File: config.mk
export PLATFORM = sky130hd
export DESIGN_NAME = level_progress_ctrl_flat
export DESIGN_NICKNAME = d
export VERILOG_FILES = /design/src/rtl/level_pkg.sv /design/src/rtl/level_progress_ctrl_if.sv /design/src/rtl/sym_tick_timer.sv /design/src/rtl/level_progress_ctrl.sv /design/src/flat_wrapper.sv
export SDC_FILE = /design/constraint.sdc
export NUM_CORES = 1
export LEC_CHECK = 0
export BUFFER_PORTS_ARGS = -buffer_cell sky130_fd_sc_hd__buf_4
export CORE_MARGIN = 1.5
export CORE_UTILIZATION = 30
export CTS_CLUSTER_SIZE = 24
export DETAILED_ROUTE_END_ITERATION = 10
export HOLD_SLACK_MARGIN = 0.03
export SLEW_MARGIN = 10
export SYNTH_ARGS = -nofsm -noshare
export SYNTH_HDL_FRONTEND = slang
export SYNTH_HIERARCHICAL = 1
export SYNTH_SLANG_ARGS = --single-unit
File: constraint.sdc
create_clock -name Clk100M -period 7.3 [get_ports Clk100M]
set_clock_uncertainty 0.15 [all_clocks]
set_input_delay 1.46 -clock Clk100M [delete_from_list [all_inputs] [get_ports Clk100M]]
set_output_delay 1.46 -clock Clk100M [all_outputs]
set_load 0.01 [all_outputs]
File: src/rtl/level_pkg.sv
`default_nettype none
// ============================================================================
//  Module      : level_pkg
//  Description : Shared types and constants for the level-progress initiator
//                and its symbol-generation timer.
//  Revision    : 1.0  initial release
// ============================================================================
package level_pkg;

    typedef enum logic [2:0] {
        LP_RUN      = 3'd0,
        LP_REQ      = 3'd1,
        LP_WAIT_ACK = 3'd2,
        LP_DONE     = 3'd3,
        LP_OVER     = 3'd4
    } lp_state_e;

    localparam int LEVEL_W    = 4;
    localparam int SYMGEN_W   = 32;
    localparam int MAX_LEVEL  = 9;
    localparam int HIT_CNT_W  = 4;
    localparam int MISS_CNT_W = 2;

    localparam logic [SYMGEN_W-1:0] SYMGEN_MAX_DEFAULT = 32'd100_000_000;

    // Wrap threshold of the symbol timer. A period of 0 behaves like 1, so
    // the threshold never underflows.
    function automatic logic [SYMGEN_W-1:0] sym_threshold(input logic [SYMGEN_W-1:0] period);
        return (period == '0) ? '0 : period - 1'b1;
    endfunction

endpackage
`default_nettype wire

File: src/rtl/level_progress_ctrl_if.sv
`default_nettype none
// ============================================================================
//  Module      : level_progress_ctrl_if
//  Description : Bundle between the symbol-match logic / level controller
//                (master side) and level_progress_ctrl (slave side).
//  Revision    : 1.0  initial release
//  Signals     : hit, miss, newLevel, victory, symGenMax  -> into controller
//                incLevel, symTick, hitCount, missCount,
//                gameOver, busy                           <- from controller
// ============================================================================
interface level_progress_ctrl_if;
    import level_pkg::*;

    logic                  hit;
    logic                  miss;
    logic                  newLevel;
    logic                  victory;
    logic [SYMGEN_W-1:0]   symGenMax;

    logic                  incLevel;
    logic                  symTick;
    logic [HIT_CNT_W-1:0]  hitCount;
    logic [MISS_CNT_W-1:0] missCount;
    logic                  gameOver;
    logic                  busy;

    modport master (
        output hit, miss, newLevel, victory, symGenMax,
        input  incLevel, symTick, hitCount, missCount, gameOver, busy
    );

    modport slave (
        input  hit, miss, newLevel, victory, symGenMax,
        output incLevel, symTick, hitCount, missCount, gameOver, busy
    );
endinterface
`default_nettype wire

File: src/rtl/sym_tick_timer.sv
`default_nettype none
// ============================================================================
//  Module      : sym_tick_timer
//  Description : Free-running period counter producing a registered one-cycle
//                tick each time the count reaches period-1.
//  Revision    : 1.0  initial release
//  Ports       : Clk100M, Rst_n (async, active low)
//                enable  - advance the counter this cycle
//                clear   - force the counter to 0 (wins over enable)
//                period  - tick period in cycles (0 treated as 1)
//                tick    - registered one-cycle pulse
// ============================================================================
module sym_tick_timer
    import level_pkg::*;
(
    input  logic                Clk100M,
    input  logic                Rst_n,
    input  logic                enable,
    input  logic                clear,
    input  logic [SYMGEN_W-1:0] period,
    output logic                tick
);

    logic [SYMGEN_W-1:0] count_q, count_d;
    logic                tick_q, tick_d;

    always_comb begin
        count_d = count_q;
        tick_d  = 1'b0;
        if (clear) begin
            count_d = '0;
        end else if (enable) begin
            // >= rather than == so a period lowered below the current count
            // ticks straight away instead of running round the full range.
            if (count_q >= sym_threshold(period)) begin
                count_d = '0;
                tick_d  = 1'b1;
            end else begin
                count_d = count_q + 1'b1;
            end
        end
    end

    always_ff @(posedge Clk100M or negedge Rst_n) begin
        if (!Rst_n) begin
            count_q <= '0;
            tick_q  <= 1'b0;
        end else begin
            count_q <= count_d;
            tick_q  <= tick_d;
        end
    end

    assign tick = tick_q;

endmodule
`default_nettype wire

File: src/rtl/level_progress_ctrl.sv
`default_nettype none
// ============================================================================
//  Module      : level_progress_ctrl
//  Description : Counts hits/misses per level, requests the next level with a
//                one-cycle incLevel pulse once the hit quota is met, retries
//                when the controller does not acknowledge, and owns the
//                symbol-generation timer.
//  Revision    : 1.0  initial release
//  Ports       : Clk100M, Rst_n (async, active low)
//                bus (level_progress_ctrl_if.slave): hit, miss, newLevel,
//                victory, symGenMax in; incLevel, symTick, hitCount,
//                missCount, gameOver, busy out (all registered)
//  Macro       : LEVEL_MISS_LIMIT_EN - enables miss counting, OVER, gameOver
// ============================================================================
module level_progress_ctrl
    import level_pkg::*;
#(
    parameter int HITS_PER_LEVEL = 8,
    parameter int MISS_LIMIT     = 3,
    parameter int ACK_TIMEOUT    = 16
) (
    input  logic          Clk100M,
    input  logic          Rst_n,
    level_progress_ctrl_if.slave bus
);

    localparam int                    WAIT_W      = $clog2(ACK_TIMEOUT + 1);
    localparam logic [HIT_CNT_W-1:0]  HIT_TARGET  = HIT_CNT_W'(HITS_PER_LEVEL);
    localparam logic [WAIT_W-1:0]     WAIT_TARGET = WAIT_W'(ACK_TIMEOUT);

    lp_state_e            state_q, state_d;
    logic [HIT_CNT_W-1:0] hit_cnt_q, hit_cnt_d;
    logic [WAIT_W-1:0]    wait_q, wait_d;
    logic                 inc_q, inc_d;
    logic                 busy_q, busy_d;
    logic                 timer_en, timer_clr;

`ifdef LEVEL_MISS_LIMIT_EN
    localparam logic [MISS_CNT_W-1:0] MISS_TARGET = MISS_CNT_W'(MISS_LIMIT);
    logic [MISS_CNT_W-1:0] miss_cnt_q, miss_cnt_d;
    logic                  over_q, over_d;
`endif

    always_comb begin
        state_d   = state_q;
        hit_cnt_d = hit_cnt_q;
        wait_d    = wait_q;
        timer_clr = 1'b0;
`ifdef LEVEL_MISS_LIMIT_EN
        miss_cnt_d = miss_cnt_q;
`endif
        case (state_q)
            LP_RUN: begin
                // newLevel is deliberately not looked at here.
                if (bus.victory) begin
                    state_d = LP_DONE;
                end else if (bus.hit) begin
                    // A hit coinciding with a miss wins; the miss is dropped.
                    hit_cnt_d = hit_cnt_q + 1'b1;
                    if (hit_cnt_d == HIT_TARGET) begin
                        state_d = LP_REQ;
                    end
                end
`ifdef LEVEL_MISS_LIMIT_EN
                else if (bus.miss) begin
                    miss_cnt_d = miss_cnt_q + 1'b1;
                    if (miss_cnt_d == MISS_TARGET) begin
                        state_d = LP_OVER;
                    end
                end
`endif
            end
            LP_REQ: begin
                wait_d  = '0;
                state_d = bus.victory ? LP_DONE : LP_WAIT_ACK;
            end
            LP_WAIT_ACK: begin
                if (bus.victory) begin
                    state_d = LP_DONE;
                end else if (bus.newLevel) begin
                    hit_cnt_d = '0;
`ifdef LEVEL_MISS_LIMIT_EN
                    miss_cnt_d = '0;
`endif
                    timer_clr = 1'b1;
                    state_d   = LP_RUN;
                end else begin
                    wait_d = wait_q + 1'b1;
                    if (wait_d == WAIT_TARGET) begin
                        state_d = LP_REQ;
                    end
                end
            end
            default: begin
                // DONE and OVER hold until reset.
            end
        endcase
    end

    // Outputs are registered from the next state so they line up with the
    // state they describe.
    always_comb begin
        inc_d  = (state_d == LP_REQ);
        busy_d = (state_d == LP_REQ) || (state_d == LP_WAIT_ACK);
`ifdef LEVEL_MISS_LIMIT_EN
        over_d = (state_d == LP_OVER);
`endif
    end

    // The timer also stops on the cycle that enters a terminal state so no
    // tick leaks out once DONE/OVER is showing.
    assign timer_en = (state_q == LP_RUN) &&
                      (state_d != LP_DONE) && (state_d != LP_OVER);

    always_ff @(posedge Clk100M or negedge Rst_n) begin
        if (!Rst_n) begin
            state_q   <= LP_RUN;
            hit_cnt_q <= '0;
            wait_q    <= '0;
            inc_q     <= 1'b0;
            busy_q    <= 1'b0;
        end else begin
            state_q   <= state_d;
            hit_cnt_q <= hit_cnt_d;
            wait_q    <= wait_d;
            inc_q     <= inc_d;
            busy_q    <= busy_d;
        end
    end

`ifdef LEVEL_MISS_LIMIT_EN
    always_ff @(posedge Clk100M or negedge Rst_n) begin
        if (!Rst_n) begin
            miss_cnt_q <= '0;
            over_q     <= 1'b0;
        end else begin
            miss_cnt_q <= miss_cnt_d;
            over_q     <= over_d;
        end
    end

    assign bus.missCount = miss_cnt_q;
    assign bus.gameOver  = over_q;
`else
    assign bus.missCount = '0;
    assign bus.gameOver  = 1'b0;
`endif

    sym_tick_timer u_sym_tick_timer (
        .Clk100M (Clk100M),
        .Rst_n   (Rst_n),
        .enable  (timer_en),
        .clear   (timer_clr),
        .period  (bus.symGenMax),
        .tick    (bus.symTick)
    );

    assign bus.incLevel = inc_q;
    assign bus.hitCount = hit_cnt_q;
    assign bus.busy     = busy_q;

endmodule
`default_nettype wire
File: src/flat_wrapper.sv
// flat-port wrapper written by rule: the top's interface ports become plain ports
module level_progress_ctrl_flat import level_pkg::*;
#(
    parameter int HITS_PER_LEVEL = 8,
    parameter int MISS_LIMIT     = 3,
    parameter int ACK_TIMEOUT    = 16
)
  (Clk100M, Rst_n, bus_hit, bus_miss, bus_newLevel, bus_victory, bus_symGenMax, bus_incLevel, bus_symTick, bus_hitCount, bus_missCount, bus_gameOver, bus_busy);
  level_progress_ctrl_if bus_i ();
  input  logic Clk100M;
  input  logic Rst_n;
  input wire logic [$bits(bus_i.hit)-1:0] bus_hit;
  input wire logic [$bits(bus_i.miss)-1:0] bus_miss;
  input wire logic [$bits(bus_i.newLevel)-1:0] bus_newLevel;
  input wire logic [$bits(bus_i.victory)-1:0] bus_victory;
  input wire logic [$bits(bus_i.symGenMax)-1:0] bus_symGenMax;
  output wire logic [$bits(bus_i.incLevel)-1:0] bus_incLevel;
  output wire logic [$bits(bus_i.symTick)-1:0] bus_symTick;
  output wire logic [$bits(bus_i.hitCount)-1:0] bus_hitCount;
  output wire logic [$bits(bus_i.missCount)-1:0] bus_missCount;
  output wire logic [$bits(bus_i.gameOver)-1:0] bus_gameOver;
  output wire logic [$bits(bus_i.busy)-1:0] bus_busy;
  assign bus_i.hit = bus_hit;
  assign bus_i.miss = bus_miss;
  assign bus_i.newLevel = bus_newLevel;
  assign bus_i.victory = bus_victory;
  assign bus_i.symGenMax = bus_symGenMax;
  assign bus_incLevel = bus_i.incLevel;
  assign bus_symTick = bus_i.symTick;
  assign bus_hitCount = bus_i.hitCount;
  assign bus_missCount = bus_i.missCount;
  assign bus_gameOver = bus_i.gameOver;
  assign bus_busy = bus_i.busy;
  level_progress_ctrl #(.HITS_PER_LEVEL(HITS_PER_LEVEL), .MISS_LIMIT(MISS_LIMIT), .ACK_TIMEOUT(ACK_TIMEOUT)) u_core (.Clk100M(Clk100M), .Rst_n(Rst_n), .bus(bus_i));
endmodule
==> results of run 1 <==
[path summary, 6_finish.rpt]
| path | startpoint | endpoint |
|---|---|---|
| min in group asynchronous | Rst_n | u_core/bus.hitCount[3] |
| max | bus_symGenMax[11] | u_core/u_sym_tick_timer/count_q[16] |
| max reg2reg | u_core/u_sym_tick_timer/count_q[14] | u_core/u_sym_tick_timer/count_q[16] |
| min | u_core/wait_q[4] | u_core/wait_q[4] |
| max in group asynchronous | Rst_n | u_core/u_sym_tick_timer/count_q[24] |
| min reg2reg | u_core/wait_q[4] | u_core/wait_q[4] |
[flip-flops by register name, indices dropped and copies added, names as in the netlist]
| name | flops |
|---|---|
| u_core/u_sym_tick_timer/count_q | 32 |
| u_core/wait_q | 5 |
| u_core/bus.hitCount | 4 |
| u_core/state_q | 3 |
| u_core/bus.busy | 1 |
| u_core/bus.incLevel | 1 |
| u_core/u_sym_tick_timer/tick | 1 |
[power breakdown]
group / internal (mW) / leakage [nW] / switching [mW]
sequential: 0.263 / 0.550 / 0.00399
combinational: 0.0394 / 1.66 / 0.0446
clock: 0.124 / 0.0628 / 0.0993
[layout make-up]
type / count / area (sq um) / share of cell area
clock buffers: 6 / 128.9 / 0.02521
well taps: 184 / 230.2 / 0.04503
inverters: 11 / 41.29 / 0.008076
repair buffers: 49 / 367.9 / 0.07195
multi-input cells: 482 / 3168 / 0.6197
flip-flops and latches: 47 / 1176 / 0.2301
[metal layers]
metal	share of wire	wire [um]	vias up
li1	-	-	2170
met1	0.49	5697	2120
met2	0.45	5282	147
met3	0.052	604	7
met4	0.0079	92	0
met5	0	0	-
[through the flow]
step	util	instance area [sq um]
global placement	0.3403	4984
finish	0.3491	5112
global route	0.3491	5112
CTS	0.3491	5112
floorplan	-	4528
detailed placement	0.3403	4984
[cells in the mapped netlist (3+ instances only)]
| library cell | n |
|---|---|
| and3_1 | 8 |
| nor3_1 | 22 |
| a311o_1 | 5 |
| ha_1 | 37 |
| buf_2 | 4 |
| nor2b_1 | 8 |
| inv_1 | 11 |
| dfrtp_1 | 47 |
| nand3b_1 | 3 |
| xnor2_1 | 10 |
| a211oi_1 | 7 |
| clkbuf_1 | 20 |
| nor2_1 | 38 |
| nand4_1 | 20 |
| nand3_1 | 27 |
| xor2_1 | 17 |
| o311ai_0 | 3 |
| a31o_2 | 7 |
| a211o_1 | 16 |
| nand4b_1 | 3 |
| and2_1 | 5 |
| and4_1 | 5 |
| nand2_1 | 93 |
| buf_4 | 3 |
| a21oi_1 | 30 |
| mux2i_1 | 3 |
| o31ai_1 | 3 |
| o211ai_1 | 6 |
| or3_4 | 4 |
| or3_1 | 14 |
| o21ai_0 | 23 |
| or4_1 | 6 |
| nand2b_1 | 6 |
| nor4_1 | 13 |
[kinds of logic (layout without fill, tap and decap cells)]
kind of cell	Yosys count	after routing	synth area share
AO/OA/AOI/OAI	121	121	0.1915
XOR/XNOR	27	27	0.05231
adder cells (fa/ha/maj)	37	37	0.1024
buffers and inverters	42	66	0.04318
flip-flops	47	47	0.2602
multiplexers	4	4	0.009134
other	1	3	0.0008295
AND/OR/NAND/NOR	290	290	0.3404
[critical path: stages]
cell	delay, ns
buf_4	0.12
or4_1	0.60
nor4_1	0.45
nand3_1	0.32
nor3_1	0.29
xor2_1	0.18
nand2_1	0.08
ha_1	0.33
nand4_1	0.16
nor4_1	0.42
nand2_1	0.16
a31oi_2	0.80
nor2_1	0.22
a221o_1	0.38
==> results.txt, run 1 <==
M3 GR Usage = 0.02039
Inst Count DP = 773
unrepaired setup endpoints after global routing = false
leak pwr = 2.275 nW
post-synthesis cell type count = 68
register bit count reported by yosys = 47
DRT Pass-1 Iters = 11
critical path class = in -> reg
Slew Limit Fails = 0
number of fill cells in the layout = 1,532
total power = 0.5736 mW
clock root buffer = clkbuf_16
Tcrit/Tclk final = 0.8163
Overflow after GRT = 0
predominant post-synthesis flop cell = dfrtp_1
Setup Fix Bufs, Post-CTS = 0
number of synthesized flops with an enable pin = 0
sequential share of the synthesized area = 0.2602
synth-to-layout area growth = 13.09%
Mapped Area = 0.004521 sq mm
core area = 0.01464 sq mm
max frequency = 167.8 MHz
Total Neg Setup Slack = 0 ns
Hold Path Class = reg -> reg
Required @ worst endpoint = 7.32 ns
crit path DAT = 5.98 ns
crit path launch type = primary input
worst-path maximum fanout = 17
routability cong. = 0.8284
synth warn = 6
Syn Inst Count = 569
die height = 125.8 um
vias in the first global route = 4,155
Skew-Pair Late Insertion Delay = 0.29 ns
Clock Sinks = 47
full die area = 0.01581 sq mm
Clock H-tree levels = 2
Rel. slew slack = 0.3385
antenna-violating nets left = 0
CTS tree = yes
share of flip-flops with an asynchronous set or reset = 1.000
worst slew pin tran = 0.9892 ns
PortBufs = 43
pre-CTS setup slack = 1.084 ns
largest net degree at the start of global routing = 48
area share of the largest cell type after synthesis = 0.2602
gr usage total = 0.1486
layout cell share with drive strength beyond 1 = 0.1345
min cycle time layout = 5.959 ns
CTS Buffer Depth = 2
Setup crit end kind = flip-flop
Die X = 125.8 um
Final Hold Fails = 0
top cells by area, synth = dfrtp_1 26%, ha_1 10%, nand2_1 7.7%
global-route wire length before repair = 19,840 um
Max IR drop VDD = 0.00009157 V
clock slew at reported path FFs = 0.06 ns
Via density = 5.705
# rows = 44
worst hold slack = 0.4032 ns
initial antenna violation count = 0
Ant. Diodes = 0
PwrDens = 112.2 mW/mm^2
# DRC = 3
DR iter-0 viols = 453
routed via count = 4,444
hold path depth = 2
nets@finish = 671
wirelength, routed = 11,680 um
Avg Inst Size Synth = 7.945 sq um
setup slack, reg-to-reg = 3.92 ns
HPWL Detailed = 8439 um
Post-Layout Cell Count = 779
WL/cell = 14.99 um
global routing usage on met1 = 0.2096
Initial Util = 0.3087
Post-CTS Hold Fix Bufs = 0
global route hottest layer = met2
IO Pins = 48
most frequent cells in the layout = 93 x nand2_1, 49 x buf_4, 47 x dfrtp_1
outcome = complete, but fails checks
r2r worst-path depth = 7
cts bufs inserted = 5
final setup violation count = 0
failing checks = DRC
MaxCap Viol Count = 0
# resized after CTS = 0
post-route worst setup slack = 1.341 ns
commonest non-fill, non-tap cell in the layout = nand2_1
Yosys top cell by area = dfrtp_1
grt met2 use = 0.2434
Note: power is estimated with default switching activity, not from simulation.
==> run 2: changes to the inputs <==
- clock period: 7.3 -> 5.31 ns (I/O delays scaled with it)
==> results.txt, run 2 (synthesized netlist as in run 1, its figures left out) <==
min cycle time layout = 4.929 ns
cts bufs inserted = 5
critical path class = in -> reg
Setup crit end kind = flip-flop
CTS tree = yes
most frequent cells in the layout = 93 x nand2_1, 50 x buf_4, 47 x dfrtp_1
clock root buffer = clkbuf_16
synth-to-layout area growth = 14.81%
vias in the first global route = 4,326
largest net degree at the start of global routing = 48
sequential share of power = 0.438
part of the power in combinational logic = 0.141
MaxCap Viol Count = 0
Die X = 125.8 um
CP startpoint = bus_symGenMax[11]
IO Pins = 48
PortBufs = 43
Layout Utilization = 0.3544
nets@finish = 674
Max IR drop VDD = 0.0001128 V
Ant. Diodes = 0
PwrDens = 161.3 mW/mm^2
leak pwr = 2.310 nW
worst hold start = u_core/wait_q[4]
WL/cell = 14.96 um
Tcrit/Tclk final = 0.9283
full die area = 0.01581 sq mm
# DRC = 0
global-route wire length before repair = 20,120 um
# resized after CTS = 0
DRT Pass-1 Iters = 7
Overflow after GRT = 0
die height = 125.8 um
max frequency = 202.9 MHz
outcome = completed
gr usage total = 0.1506
Via density = 5.613
max reg flops = 32
Required @ worst endpoint = 5.32 ns
DR iter-0 viols = 287
Setup Fix Bufs, Post-CTS = 0
layout cell share with drive strength beyond 1 = 0.1402
clock slew at reported path FFs = 0.06 ns
routed via count = 4,395
crit path launch type = primary input
r2r worst-path depth = 8
Post-CTS Hold Fix Bufs = 0
Hold Path Class = reg -> reg
HPWL Detailed = 8514 um
Clock Sinks = 47
initial antenna violation count = 0
setup slack, reg-to-reg = 2.21 ns
part of the power in the clock network = 0.422
P_int = 0.6371 mW
worst hold slack = 0.4033 ns
routability cong. = 0.8152
Initial Util = 0.3087
sw power = 0.1999 mW
wirelength, routed = 11,720 um
sw frac = 0.2388
Slew Limit Fails = 0
# rows = 44
crit path DAT = 4.94 ns
Rel. slew slack = 0.5174
Total Neg Setup Slack = 0 ns
antenna-violating nets left = 0
CTS Buffer Depth = 2
core area = 0.01464 sq mm
final setup violation count = 0
Clock H-tree levels = 2
Skew-Pair Late Insertion Delay = 0.29 ns
register bank with the most flops = u_core/u_sym_tick_timer/count_q
worst-path maximum fanout = 30
Post-Layout Cell Count = 783
hold path depth = 2
worst slew pin tran = 0.7173 ns
Inst Count DP = 776
commonest non-fill, non-tap cell in the layout = nand2_1
Final Hold Fails = 0
RR Startpoint = u_core/state_q[2]
unrepaired setup endpoints after global routing = false
run 2: final cells by class:
cell class                      instances  area, sq um
Timing Repair Buffer                   52        415.4
Multi-Input combinational cell        482         3168
Clock buffer                            6        128.9
Fill cell                            1510         9454
Inverter                               11        41.29
Clock inverter                          1        30.03
Sequential cell                        47         1176
Tap cell                              184        230.2
run 2: worst paths after layout:
path                                                  endpoint
hold / removal                                u_core/wait_q[4]
setup reg to reg           u_core/u_sym_tick_timer/count_q[29]
min in group asynchronous               u_core/bus.hitCount[0]
setup / recovery           u_core/u_sym_tick_timer/count_q[16]
hold reg to reg                               u_core/wait_q[4]
max in group asynchronous  u_core/u_sym_tick_timer/count_q[23]
run 2: critical path, cell delays in order:
cell and delay [ns]:
buf_4 0.12, or4_1 0.59, nor4_1 0.43, nand3_1 0.26
nor4_1 0.33, xor2_1 0.18, nand2_1 0.08, ha_1 0.29
nand4_1 0.14, nor4_1 0.42, nand2_1 0.17, a31oi_2 0.22
buf_12 0.21, nor2_1 0.11, a221o_1 0.32
run 2: stage by stage:
step / power, mW / area (sq um) / worst slack, ns
global route: 0.8787 / 5190 / 0.06766
detailed placement: 0.4921 / 5031 / 0.04684
CTS: 0.8501 / 5190 / 0.3632
finish: 0.8370 / 5190 / 0.3809
floorplan: 0.4351 / 4528 / 0.4071
global placement: 0.4868 / 5031 / 0.1420
run 2: routing by layer:
metal / GRT usage / share of wire / wire (um) / up-vias
met3: 0.01954 / 0.040 / 467 / 7
li1: - / - / - / 2175
met2: 0.2573 / 0.46 / 5423 / 106
met4: 0.03584 / 0.0084 / 98 / 0
met5: 0 / 0 / 0 / -
met1: 0.2025 / 0.49 / 5727 / 2107
run 2: power by group through the flow:
stage / clock network, mW / logic [mW] / registers, mW
finish: 0.353 / 0.118 / 0.366
global route: 0.377 / 0.134 / 0.367
CTS: 0.364 / 0.119 / 0.366
floorplan: 0 / 0.0624 / 0.373
detailed placement: 0 / 0.119 / 0.373
global placement: 0 / 0.114 / 0.373
==> run 3: changes to the inputs <==
- CTS_CLUSTER_DIAMETER: default -> 40
- MAX_ROUTING_LAYER: default -> met4
- SKIP_CTS_REPAIR_TIMING: default -> 1
==> results.txt, run 3 (synthesized netlist as in run 1, its figures left out) <==
MaxCap Viol Count = 0
register bank with the most flops = u_core/u_sym_tick_timer/count_q
PortBufs = 43
crit path launch type = primary input
largest net degree at the start of global routing = 48
# rows = 44
Required @ worst endpoint = 5.32 ns
total power = 0.8368 mW
global-route wire length before repair = 20,170 um
Slew Limit Fails = 0
Die X = 125.8 um
gr usage total = 0.1556
most frequent CP cell = nor4_1
min cycle time layout = 4.945 ns
worst hold slack = 0.4041 ns
worst-path maximum fanout = 30
IO Pins = 48
core area = 0.01464 sq mm
Clock Sinks = 47
HPWL Detailed = 8514 um
Via density = 5.612
Finished Cell Area = 0.005190 sq mm
Final Hold Fails = 0
clock slew at reported path FFs = 0.06 ns
Post-DP Area = 0.005031 sq mm
commonest non-fill, non-tap cell in the layout = nand2_1
failing checks = DRC
DR iter-0 viols = 264
cts bufs inserted = 5
worst path cell trace = buf_4 > or4_1 > nor4_1 > nand3_1 > nor4_1 > xor2_1 > nand2_1 > ha_1 > nand4_1 > nor4_1 > nand2_1 > a31oi_2 > buf_12 > nor2_1 > a221o_1
Ant. Diodes = 0
initial antenna violation count = 0
most frequent cells in the layout = 93 x nand2_1, 50 x buf_4, 47 x dfrtp_1
Total Neg Setup Slack = 0 ns
crit path DAT = 4.96 ns
Rel. slew slack = 0.5304
leak pwr = 2.310 nW
clock root buffer = clkbuf_16
max frequency = 202.2 MHz
slowest cell delay on critical path = 0.60 ns
final setup violation count = 0
Hold Path Class = reg -> reg
outcome = complete, but fails checks
DRT Pass-1 Iters = 9
full die area = 0.01581 sq mm
Clock H-tree levels = 2
layout cell share with drive strength beyond 1 = 0.1402
unrepaired setup endpoints after global routing = false
Tcrit/Tclk final = 0.9313
vias in the first global route = 4,325
Overflow after GRT = 0
Initial Util = 0.3087
# DRC = 2
worst slew pin tran = 0.6980 ns
CTS Buffer Depth = 2
max reg flops = 32
critical path class = in -> reg
nets@finish = 674
Setup crit end kind = flip-flop
CP max-delay cell = or4_1
routed via count = 4,394
Skew-Pair Late Insertion Delay = 0.29 ns
CTS tree = yes
routability cong. = 0.8273
antenna-violating nets left = 0
Max IR drop VDD = 0.0001124 V
PwrDens = 161.2 mW/mm^2
WL/cell = 14.94 um
wirelength, routed = 11,700 um
die height = 125.8 um
synth-to-layout area growth = 14.81%
-- run 3: cell counts in the layout (fill, tap and decap cells not counted) --
No cell type changed its count.
-- run 3: cell type report --
cell class,instances,area [sq um]
inverter,11,41.29
clock inverter,1,30.03
clock buffer,6,128.9
tap,184,230.2
fill,1510,9454
sequential,47,1176
timing repair buffer,52,415.4
multi-input combinational,482,3168
-- run 3: final timing paths --
kind	start	end	slack [ns]	cells after the start
worst max-delay path	bus_symGenMax[11]	u_core/u_sym_tick_timer/count_q[16]	0.36	15
worst min-delay path	u_core/wait_q[4]	u_core/wait_q[4]	0.40	2
max in group asynchronous	Rst_n	u_core/u_sym_tick_timer/count_q[23]	3.93	1
min in group asynchronous	Rst_n	u_core/bus.hitCount[0]	0.65	1
worst max register to register	u_core/state_q[2]	u_core/u_sym_tick_timer/count_q[29]	2.24	8
worst min register to register	u_core/wait_q[4]	u_core/wait_q[4]	0.40	2
-- run 3: metrics by stage --
| step | util | instances | setup slack (ns) |
|---|---|---|---|
| after floorplan | - | 571 | 0.4071 |
| after global placement | 0.3436 | 776 | 0.1420 |
| after detailed placement | 0.3436 | 776 | 0.04684 |
| after CTS | 0.3544 | 783 | 0.3632 |
| after global routing | 0.3544 | 783 | 0.06657 |
| final | 0.3544 | 783 | 0.3648 |
-- run 3: critical path, delay by kind of cell --
family | cells | cell delay [ns]
AO/OA/AOI/OAI | 2 | 0.54
XOR/XNOR | 1 | 0.18
adder cells (fa/ha/maj) | 1 | 0.29
buffers and inverters | 2 | 0.33
AND/OR/NAND/NOR | 9 | 2.54
-- run 3: per-layer routing --
layer / GRT usage / share of wire / up-vias
li1: - / - / 2174
met1: 0.2041 / 0.49 / 2108
met2: 0.2573 / 0.47 / 101
met3: 0.01912 / 0.038 / 11
met4: 0.03584 / 0.0092 / 0
met5: - / 0 / -
-- run 3: power by group --
group          total [mW]  switching (mW)  internal (mW)
clock network       0.352           0.132          0.220
logic               0.118          0.0618         0.0560
registers           0.366         0.00537          0.361
total               0.837           0.200          0.637
